$ cat src/rtl/muldiv_ctrl_if.sv
// Request handshake between the execute stage and the HI/LO controller.
// master = execute stage (requester), slave = muldiv_ctrl.
interface muldiv_ctrl_if;
  logic        req_valid;
  logic [1:0]  req_op;
  logic        req_sign;
  logic [31:0] req_op1;
  logic [31:0] req_op2;
  logic        req_ready;

  modport master (
    output req_valid, req_op, req_sign, req_op1, req_op2,
    input  req_ready
  );

  modport slave (
    input  req_valid, req_op, req_sign, req_op1, req_op2,
    output req_ready
  );
endinterface

$ cat src/rtl/muldiv_ctrl.sv
// Sequencer for the shared multi-cycle multiplier/divider; owns the HI/LO
// registers, stalls execute while a unit runs, aborts on flush or timeout.
module muldiv_ctrl #(
  parameter int TIMEOUT = 64,
  parameter int CNT_W   = 7
) (
  input  logic          clk,
  input  logic          resetn,
  muldiv_ctrl_if.slave  req,
  input  logic          flush,
  output logic          exe_stall,
  output logic          done,
  output logic          mult_begin,
  output logic          div_begin,
  output logic          unit_sign,
  output logic [31:0]   unit_op1,
  output logic [31:0]   unit_op2,
  input  logic          mult_end,
  input  logic [63:0]   product,
  input  logic          div_end,
  input  logic [31:0]   quotient,
  input  logic [31:0]   remainder,
  output logic [31:0]   hi_out,
  output logic [31:0]   lo_out,
  output logic          timeout_err
);

  localparam logic [1:0] OP_MULT = 2'b00;
  localparam logic [1:0] OP_DIV  = 2'b01;
  localparam logic [1:0] OP_MTHI = 2'b10;
  localparam logic [1:0] OP_MTLO = 2'b11;

  // The last busy cycle is the one in which the counter is about to hit TIMEOUT.
  localparam logic [CNT_W-1:0] CNT_LAST = CNT_W'(TIMEOUT - 1);

  typedef enum logic [1:0] {
    IDLE,
    MUL,
    DIV,
    DONE
  } state_t;

  state_t           state;
  state_t           state_next;
  logic [CNT_W-1:0] cnt;
  logic             accept;
  logic             commit_mul;
  logic             commit_div;
  logic             timed_out;

  always_ff @(posedge clk or negedge resetn) begin
    if (!resetn) begin
      state <= IDLE;
    end else begin
      state <= state_next;
    end
  end

  // Flush beats a simultaneous unit completion; completion beats timeout.
  always_comb begin
    state_next = state;
    accept     = 1'b0;
    commit_mul = 1'b0;
    commit_div = 1'b0;
    timed_out  = 1'b0;
    case (state)
      IDLE: begin
        if (req.req_valid && !flush) begin
          accept = 1'b1;
          case (req.req_op)
            OP_MULT: state_next = MUL;
            OP_DIV:  state_next = (req.req_op2 != '0) ? DIV : DONE;
            default: state_next = DONE;
          endcase
        end
      end
      MUL: begin
        if (flush) begin
          state_next = IDLE;
        end else if (mult_end) begin
          commit_mul = 1'b1;
          state_next = DONE;
        end else if (cnt == CNT_LAST) begin
          timed_out  = 1'b1;
          state_next = IDLE;
        end
      end
      DIV: begin
        if (flush) begin
          state_next = IDLE;
        end else if (div_end) begin
          commit_div = 1'b1;
          state_next = DONE;
        end else if (cnt == CNT_LAST) begin
          timed_out  = 1'b1;
          state_next = IDLE;
        end
      end
      DONE:    state_next = IDLE;
      default: state_next = IDLE;
    endcase
  end

  assign req.req_ready = accept;
  assign done          = (state == DONE);
  assign mult_begin    = (state == MUL);
  assign div_begin     = (state == DIV);
  assign exe_stall     = (state == MUL) || (state == DIV) ||
                         ((state == IDLE) && req.req_valid && !req.req_op[1] && !flush);

  // Operands are captured once at acceptance so the unit sees stable inputs.
  always_ff @(posedge clk or negedge resetn) begin
    if (!resetn) begin
      unit_op1  <= '0;
      unit_op2  <= '0;
      unit_sign <= 1'b0;
      cnt       <= '0;
    end else begin
      if (accept) begin
        unit_op1  <= req.req_op1;
        unit_op2  <= req.req_op2;
        unit_sign <= req.req_sign;
      end
      if (accept) begin
        cnt <= '0;
      end else if ((state == MUL) || (state == DIV)) begin
        cnt <= cnt + CNT_W'(1);
      end
    end
  end

  always_ff @(posedge clk or negedge resetn) begin
    if (!resetn) begin
      hi_out      <= '0;
      lo_out      <= '0;
      timeout_err <= 1'b0;
    end else begin
      if (accept && (req.req_op == OP_MTHI)) begin
        hi_out <= req.req_op1;
      end
      if (accept && (req.req_op == OP_MTLO)) begin
        lo_out <= req.req_op1;
      end
      if (commit_mul) begin
        hi_out <= product[63:32];
        lo_out <= product[31:0];
      end
      if (commit_div) begin
        hi_out <= remainder;
        lo_out <= quotient;
      end
      if (timed_out) begin
        timeout_err <= 1'b1;
      end
    end
  end

endmodule

$ cat src/flat_wrapper.sv
// flat-port wrapper written by rule: the top's interface ports become plain ports
module muldiv_ctrl_flat 
#(
  parameter int TIMEOUT = 64,
  parameter int CNT_W   = 7
)
  (clk, resetn, flush, exe_stall, done, mult_begin, div_begin, unit_sign, unit_op1, unit_op2, mult_end, product, div_end, quotient, remainder, hi_out, lo_out, timeout_err, req_req_valid, req_req_op, req_req_sign, req_req_op1, req_req_op2, req_req_ready);
  muldiv_ctrl_if req_i ();
  input  logic clk;
  input  logic resetn;
  input  logic flush;
  output logic exe_stall;
  output logic done;
  output logic mult_begin;
  output logic div_begin;
  output logic unit_sign;
  output logic [31:0] unit_op1;
  output logic [31:0] unit_op2;
  input  logic mult_end;
  input  logic [63:0] product;
  input  logic div_end;
  input  logic [31:0] quotient;
  input  logic [31:0] remainder;
  output logic [31:0] hi_out;
  output logic [31:0] lo_out;
  output logic timeout_err;
  input wire logic [$bits(req_i.req_valid)-1:0] req_req_valid;
  input wire logic [$bits(req_i.req_op)-1:0] req_req_op;
  input wire logic [$bits(req_i.req_sign)-1:0] req_req_sign;
  input wire logic [$bits(req_i.req_op1)-1:0] req_req_op1;
  input wire logic [$bits(req_i.req_op2)-1:0] req_req_op2;
  output wire logic [$bits(req_i.req_ready)-1:0] req_req_ready;
  assign req_i.req_valid = req_req_valid;
  assign req_i.req_op = req_req_op;
  assign req_i.req_sign = req_req_sign;
  assign req_i.req_op1 = req_req_op1;
  assign req_i.req_op2 = req_req_op2;
  assign req_req_ready = req_i.req_ready;
  muldiv_ctrl #(.TIMEOUT(TIMEOUT), .CNT_W(CNT_W)) u_core (.clk(clk), .resetn(resetn), .req(req_i), .flush(flush), .exe_stall(exe_stall), .done(done), .mult_begin(mult_begin), .div_begin(div_begin), .unit_sign(unit_sign), .unit_op1(unit_op1), .unit_op2(unit_op2), .mult_end(mult_end), .product(product), .div_end(div_end), .quotient(quotient), .remainder(remainder), .hi_out(hi_out), .lo_out(lo_out), .timeout_err(timeout_err));
endmodule
$ cat config.mk
export PLATFORM = sky130hd
export DESIGN_NAME = muldiv_ctrl_flat
export DESIGN_NICKNAME = d
export VERILOG_FILES = /design/src/rtl/muldiv_ctrl_if.sv /design/src/rtl/muldiv_ctrl.sv /design/src/flat_wrapper.sv
export SDC_FILE = /design/constraint.sdc
export NUM_CORES = 1
export LEC_CHECK = 0
export ABC_AREA = 0
export BUFFER_PORTS_ARGS = -buffer_cell sky130_fd_sc_hd__buf_2
export CORE_MARGIN = 8
export CORE_UTILIZATION = 42
export DETAILED_ROUTE_END_ITERATION = 6
export PLACE_DENSITY = 0.86
export SLEW_MARGIN = 5
export SYNTH_ARGS = -nofsm -noshare
export SYNTH_HDL_FRONTEND = slang
export SYNTH_SLANG_ARGS = --single-unit
$ cat constraint.sdc
create_clock -name clk -period 1.59 [get_ports clk]
set_input_delay 0.318 -clock clk [delete_from_list [all_inputs] [get_ports clk]]
set_output_delay 0.318 -clock clk [all_outputs]
set_load 0.005 [all_outputs]
### After elaboration in Yosys (flattened, before gate mapping)

Index checks and enable logic that the tools add are counted.

| storage, ports and cells | value |
|---|---|
| register bits | 139 |
| bits of input ports | 201 |
| output and inout port bits | 135 |
| logic and storage cells | 64 |

| operators by class | value |
|---|---|
| add/sub/neg operators | 1 |
| equality and inequality tests | 8 |
| multiplexer cells | 31 |
| reduce and logical (&&, ||, !) cells | 16 |

Operator list:

| cell | count |
|---|---|
| 2-to-1 mux 32 bit | 6 |
| nonzero test 32 bit | 1 |
| 2-to-1 mux 1 bit | 14 |
| 2-to-1 mux 7 bit | 2 |
| 2-to-1 mux 2 bit | 6 |
| equality test 2 bit (second input constant) | 4 |
| case mux 2 bit (4 select lines) | 1 |
| adder 7 x 1 -> 7 bit (second input constant) | 1 |
| equality test 7 x 6 -> 1 bit (second input constant) | 1 |
| logical AND 1 bit | 6 |
| nonzero test 3 bit | 2 |
| equality test 2 x 1 -> 1 bit (second input constant) | 2 |
| zero test 2 bit | 2 |
| case mux 2 bit (2 select lines) | 1 |
| zero test 1 bit | 2 |
| logical OR 1 bit | 2 |
| inequality test 2 x 1 -> 1 bit (second input constant) | 1 |
| case mux 1 bit (2 select lines) | 1 |
| nonzero test 2 bit | 1 |

### Longest topological paths before layout

Gate-level depths: netlist of run 1.

| logic depth | value |
|---|---|
| depth after elaboration | 8 |
| mapped depth | 8 |
| gate-level depth less buffers | 6 |

### Worst setup path after synthesis of run 1

Ideal clock, no wire load.

| timing | value |
|---|---|
| kind | flip-flop to flip-flop |
| start point | reg u_core.state[0] |
| end point | reg u_core.lo_out[10] |
| setup time | 0.125 ns |
| arrival | 1.636 ns |
| required time | 1.465 ns |
| setup slack | -0.171 ns |
| cell stages (with the launch flop) | 8 |
| path buffers | 1 |
| clock period less this slack | 1.761 ns |
| path through | dfrtp_1 inv_1 ha_1 nand3b_1 nand2_2 a31oi_4 buf_6 mux2_2 |

| between the ends | value |
|---|---|
| elaborated cells on any way between the ends | 10 |
| those cells by class | eq/ne (2); mux (5); reduce/logical (3) |

RTL lines:

| what | RTL line | RTL |
|---|---|---|
| from (decl) | muldiv_ctrl.sv:43 | `state_t state;` |
| from (signal assigned) | muldiv_ctrl.sv:55 | `state <= state_next;` |
| equality test 2 bit (*) | - |  |
| via div_begin | flat_wrapper.sv:15 | `output logic div_begin;` |
| 2-to-1 mux 1 bit (*) | muldiv_ctrl.sv:66 | `case (state)` |
| nonzero test 3 bit (no source line) or 2-to-1 mux 32 bit (tied branches) | - |  |
| to (signal assigned) | muldiv_ctrl.sv:142 | `lo_out <= req.req_op1;` |
| to (signal assigned) | muldiv_ctrl.sv:146 | `lo_out <= product[31:0];` |
| to (signal assigned) | muldiv_ctrl.sv:150 | `lo_out <= quotient;` |
| to (decl) | muldiv_ctrl.sv:24 | `output logic [31:0] lo_out,` |

Mark *: on every way through the listed nets, which the timed path passes. The rest lies on a longest branch.
A chain may end at the register's enable or synchronous reset.

### Worst setup path after layout of run 1

| timing | value |
|---|---|
| start point | reg u_core.state[0] |
| end point | out exe_stall |

| between the ends | value |
|---|---|
| longest elaborated chain between the ends | 5 |
| elaborated cells on any way between the ends | 8 |
| those cells by class | eq/ne (2); reduce/logical (6) |

Ends and longest elaborated chain:

| what | RTL line | RTL |
|---|---|---|
| zero test 2 bit | muldiv_ctrl.sv:109 | `((state == IDLE) && req.req_valid && !req.req_op[1] && !flush);` |
| logical AND 1 bit (3 in a row) | muldiv_ctrl.sv:109 |  |
| logical OR 1 bit (*) | muldiv_ctrl.sv:108 | `assign exe_stall = (state == MUL) \|\| (state == DIV) \|\|` |
| to (decl) | flat_wrapper.sv:12 | `output logic exe_stall;` |

Every way passes the cells marked *; elsewhere a longest branch is shown, timed or not.

==> run metrics, run 1 <==
fmax=537 MHz; Worst EP arrival=approximately 1600 ps; Core Region=0.0158 sq mm; Final setup viols=around 130; top-count cell post-synth=dfrtp_1; fin worst setup slack=-273 ps; max-cap viol count=0; slew margin rel.=about three quarters; Worst Tran Pin Value=between 300 and 400 ps; RSZ-0062 raised after global routing=yes; Die Ht=roughly 140 um; Synth Register Bits=139; Post-DP HPWL=around 19 mm; routability cong.=1.04; sequential fraction of the synthesis area=51.2%; WL/cell=between 20 and 25 um; global-route wire length before repair=between 30 and 40 mm; Seq. cell area=about 0.0035 sq mm; Num Clock Sinks=about 140; Avg Vias per Cell=5.24; Rows=46; Detail Route Antenna Nets=0; post-route DRC violation count=0; largest buffer count on any clock path=2; setup TNS=-24790 ps; synthesized net count=approximately 810; worst vdd ir=around 1 mV; Yosys cell types=40; Iter 0 DRT Violations=263; Synth Flop Type=dfrtp_1; CTS Buf Count=17; top-area cell type share of the netlist area=between 50 and 60%; Worst setup EP type=output pin; Slew Viols, Final=0; Crit Path Max Fanout=3; initial antenna violation count=3; layout cell share with drive strength beyond 1=60.3%; Hold Crit Class=in -> reg; ranking of synthesized cells by area=dfrtp_1, mux2_2, mux2_4; Post-Syn Area=0.00680 sq mm; die width=roughly 140 um; H-tree depth=4; area occupied by multi-input gates=roughly 0.0033 sq mm; largest net degree at the start of global routing=43; post-synth top area cell=dfrtp_1; Placement Cell Area=a little over 0.009 sq mm; fillcell total=approximately 1200; die area=0.0205 sq mm; final worst-path cycle share=117%; clock root buffer=clkbuf_16; Post-synth EDFFs=0; GRT Total Usage=approximately a quarter; total global routing overflow=0; Mapped Avg Cell Area=between 10 and 15 sq um; area grow syn2layout=52.9%; Pwr Density=around 1800 mW/mm^2; Post-Synthesis Cells=between 600 and 700; Async SR Flop Fraction=100%; required time of the critical path=1270 ps; clk_skew=about 4.3 ps; Routed WL=between 20 and 30 mm; CTS tree=built; IO Port Bufs=approximately 340; Reg clk slew, reported paths=~60 ps; status=finished with violations; YS warnings=0; via count=approximately 6500; Critical Path Start Type=flip-flop; Final Cell Area=approximately 0.010 sq mm; final hold vios=0; Starting Density=between 40% and 50%; Pleak=around 5.1 nW; clk_lat worst skew=around 410 ps; crit path kind=reg -> out; number of global-route vias before repair=6906; failing checks=negative setup slack; drt pass-1 iters=5; crit path time final=1860 ps; top cells by count, synth=dfrtp_1, nand2_1, mux2_2, nor2_1, a31oi_1; nets=around 1200; IO Count=approximately 340
==> sequential cells by signal, summed over array words and instances, names as in the netlist <==
name / count
u_core.timeout_err: 1
u_core.cnt: 7
u_core.unit_op1: 32
u_core.unit_sign: 1
u_core.unit_op2: 32
u_core.state: 2
u_core.hi_out: 32
u_core.lo_out: 32
==> repair_timing <==
| item | CTS | global route |
|---|---|---|
| gates resized for setup | 43 | 41 |
| buffers inserted | 18 | 4 |
| endpoints found under the hold margin | 26 | 0 |
| pin swaps | 8 | 12 |
| setup endpoints to repair | 136 | 139 |
| hold buffers | 1 | 0 |
| gates cloned | 6 | 5 |
==> cells by family after synthesis <==
family / count (synthesis) / synth area share, %
fa+ha+maj: 6 / 1.10
flops: 139 / 51.2
mux: 130 / 23.2
buf+inv: 47 / 4.07
compound gates: 81 / 7.89
simple gates: 199 / 12.1
xor+xnor: 4 / 0.515
==> worst max-delay path: stages, from the launching register on <==
cell	delay (ps)
dfrtp_1	370
inv_2	80
ha_4	160
and2_4	130
buf_6	110
a21o_1	150
buf_2	130
==> per-layer routing <==
metal | wire [um] | global-route usage (%) | vias up
li1 | - | - | 2929
met1 | 9530 | 24.9 | 3147
met2 | 13600 | 43.1 | 324
met3 | 2120 | 7.35 | 56
met4 | 655 | 10.4 | 2
met5 | 8 | 0 | -
==> cell type report <==
type / count / area share [%]
sequential: 139 / 33.5
multi-input combinational: 420 / 31.3
timing repair buffer: 415 / 26.4
clock buffer: 22 / 4.56
tap: 216 / 2.60
clock inverter: 10 / 1.34
inverter: 8 / 0.289
antenna: 2 / 0.0482
==> placed cells by master (no fill, tap or decap), drive strengths merged, types with 4 or more instances in the layout <==
| cell type | count |
|---|---|
| a31oi | 65 |
| buf | 407 |
| clkbuf | 26 |
| clkinv | 5 |
| dfrtp | 139 |
| ha | 6 |
| inv | 9 |
| mux2 | 129 |
| nand2 | 103 |
| nor2 | 73 |
| nor4 | 6 |
| o21ai | 6 |
| or3 | 4 |
==> final timing paths <==
check	from	end	slack, ps	cells after the start
max	u_core.state[0]$_DFFE_PN0P_	exe_stall	-270	6
min	req_req_sign	u_core.unit_sign$_DFFE_PN0P_	150	2
max reg2reg	u_core.state[0]$_DFFE_PN0P_	u_core.hi_out[0]$_DFFE_PN0P_	-260	7
min reg2reg	u_core.timeout_err$_DFFE_PN0P_	u_core.timeout_err$_DFFE_PN0P_	480	1
max in group asynchronous	resetn	u_core.unit_op1[30]$_DFFE_PN0P_	640	3
min in group asynchronous	resetn	u_core.lo_out[31]$_DFFE_PN0P_	390	2
==> report_power, final <==
| part | switching, W | internal, W | total (W) |
|---|---|---|---|
| clock | 0.00149 | 0.00260 | 0.00408 |
| sequential | 0.00103 | 0.00533 | 0.00636 |
| combinational | 0.00349 | 0.00482 | 0.00831 |
==> through the flow <==
stage               hold slack, ps  total power [W]  setup WS [ps]  utilization (%)  cells
floorplan                     22.4           0.0100           -107                -    606
global placement               236           0.0133           -280             57.2   1168
detailed placement             241           0.0137           -338             57.2   1168
CTS                            131           0.0186           -254             64.2   1224
global route                   140           0.0198           -336             65.7   1232
finish                         146           0.0188           -273             65.7   1232
Power figures use the tool's default switching activity.
==> run 2, diff against run 1 <==
CORE_UTILIZATION = 46   (was 42)
PLACE_DENSITY = 0.89   (was 0.86)
SKIP_LAST_GASP = 1   (was not set)
clock period = 1.8 ns   (was 1.59 ns; I/O delays follow)
==> run 2 against run 1 <==
  * The run still ends with negative setup slack left
  * Die area shrank 7.7%
  * Critical path depth is 2 higher
  * Non-clock buffer count shrank 17
  * Global-route usage rose by 1.3 points
  * Clock skew is 1.9 ps higher
  * Power shrank 11%
  * Combinational power down 13%
  * First-iteration DRC count rose by 29%
  * Sequential power fell by 12%
  * Largest cell class unchanged
  * Largest power group unchanged
==> run metrics, run 2 (same netlist as run 1, synthesis figures left out) <==
Pleak=5.18 nW (+0.71%); die width=138 um (-3.9%); most frequent cells in the layout=buf_2, dfrtp_1, nand2_1; worst vdd ir=0.917 mV (-6.5%); pre-CTS WS=-50.6 ps (+288 ps); Avg Vias per Cell=5.49 (+4.8%); IO Port Bufs=335 (unchanged); post-route DRC violation count=0 (unchanged); final hold vios=0 (unchanged); crit path time final=1970 ps; drt pass-1 iters=5 (unchanged); total global routing overflow=0 (unchanged); Reg2Reg Setup Slack=-170 ps (+90 ps); largest net degree at the start of global routing=43 (unchanged); Critical Path Start Type=flip-flop; Detail Route Antenna Nets=0 (unchanged); clk_lat worst skew=410 ps (about the same); Pwr Density=1620 mW/mm^2 (-10%); Hold Path Origin=req_req_sign; hold path cells=2 (unchanged); number of global-route vias before repair=6815 (-1.3%); worst r2r dst=u_core.hi_out[7]$_DFFE_PN0P_; largest buffer count on any clock path=2 (unchanged); Hold Crit Class=in -> reg; fin worst setup slack=-168 ps (+105 ps); Starting Density=47.0% (+4.0 points); worst reg2reg path depth=8 (+1); routability cong.=0.945 (-9.1%); crit path kind=reg -> reg; Worst Tran Pin Value=418 ps (+60.4 ps); Worst EP arrival=2260 ps (+710 ps); initial antenna violation count=1 (-2); Slew Viols, Final=0 (unchanged); via count=6487 (+0.45%); slew margin rel.=72.1% (-4.0 points); H-tree depth=4 (unchanged); Reg clk slew, reported paths=60 ps (about the same); Iter 0 DRT Violations=339 (+29%); die area=0.0189 sq mm (-7.7%); area grow syn2layout=51.7%; fmax=~510 MHz; CTS Buf Count=17 (unchanged); Num Clock Sinks=139 (unchanged); CTS tree=built; IO Count=336 (unchanged); required time of the critical path=2090 ps (+820 ps); Rows=44 (-4.3%); Layout Utilization=71.2% (+5.6 points); clock root buffer=clkbuf_16; clk_skew=6.16 ps (+1.88 ps); Post-DP HPWL=17.7 mm (-5.3%); layout cell share with drive strength beyond 1=59.8% (-0.42 points); max-cap viol count=0 (unchanged); status=finished with violations; WL/cell=21.8 um (+3.8%); failing checks=negative setup slack; final worst-path cycle share=109%; CP Launch Point=u_core.state[1]$_DFFE_PN0P_; R2R Path Start=u_core.state[1]$_DFFE_PN0P_; Final setup viols=73 (-46%); worst hold endpoint=u_core.unit_sign$_DFFE_PN0P_; Routed WL=25.8 mm (-0.53%); Worst setup EP type=flip-flop; Core Region=0.0145 sq mm (-8.5%); global-route wire length before repair=36.0 mm (-2.8%); Die Ht=138 um (-3.9%); nets=1191 (-1.4%); GRT Total Usage=25.1% (+1.3 points); Crit Path Max Fanout=13 (+10); commonest non-fill, non-tap cell in the layout=buf_2; RSZ-0062 raised after global routing=yes
==> run 2: area by class of cell <==
| cell class | count | area, sq um |
|---|---|---|
| inverter | 8 | 30.0 |
| tap | 184 | 230 |
| antenna | 1 | 2.50 |
| timing repair buffer | 398 | 2580 |
| clock inverter | 12 | 195 |
| fill | 999 | 4170 |
| clock buffer | 19 | 443 |
| sequential | 139 | 3480 |
| multi-input combinational | 420 | 3350 |
==> run 2: metrics by stage <==
stage	hold WS (ps)	instance area, sq um	cells	total power (W)	setup TNS [ps]
after floorplan	64.4	6800	606	0.00881	0
after global placement	306	8880	1121	0.0115	-57.8
after detailed placement	304	8880	1121	0.0118	-1110
after CTS	157	10000	1174	0.0163	-5790
after global routing	173	10300	1180	0.0175	-10780
final	181	10300	1181	0.0167	-8880
==> run 2: power breakdown <==
part,switching [W],total (W),internal [W]
sequential,0.000897,0.00561,0.00471
combinational,0.00307,0.00725,0.00418
clock,0.00136,0.00384,0.00248
total,0.00533,0.0167,0.0114
==> run 2: timing repair <==
action / in CTS / in global routing
hold buffers: 1 / 0
gates cloned: 6 / 4
endpoints found under the hold margin: 37 / 0
gates resized for setup: 49 / 55
buffers inserted: 15 / 5
pin swaps: 2 / 4
endpoints found under the setup margin: 56 / 69
==> run 2: how the worst max path moves through the flow <==
stage                                    end  cells after the start
2_1_floorplan  u_core.lo_out[10]$_DFFE_PN0P_                      7
3_5_place_dp    u_core.lo_out[3]$_DFFE_PN0P_                      7
3_3_place_gp     u_core.state[0]$_DFFE_PN0P_                      7
6_report        u_core.hi_out[7]$_DFFE_PN0P_                      8
4_1_cts        u_core.hi_out[22]$_DFFE_PN0P_                      9
5_1_grt         u_core.hi_out[7]$_DFFE_PN0P_                      9
==> run 2: critical path: stages (launching register included) <==
cell	delay [ps]
dfrtp_1	390
buf_4	150
ha_4	150
nand3b_1	160
nand2_2	110
buf_4	150
a31o_4	240
buf_12	170
mux2_4	310
==> run 2: per-layer routing <==
metal | vias up | track usage (%) | routed length, um
li1 | 2895 | - | -
met1 | 3193 | 27.9 | 9580
met2 | 356 | 42.9 | 13100
met3 | 41 | 9.01 | 2440
met4 | 2 | 10.1 | 622
met5 | - | 0 | 17
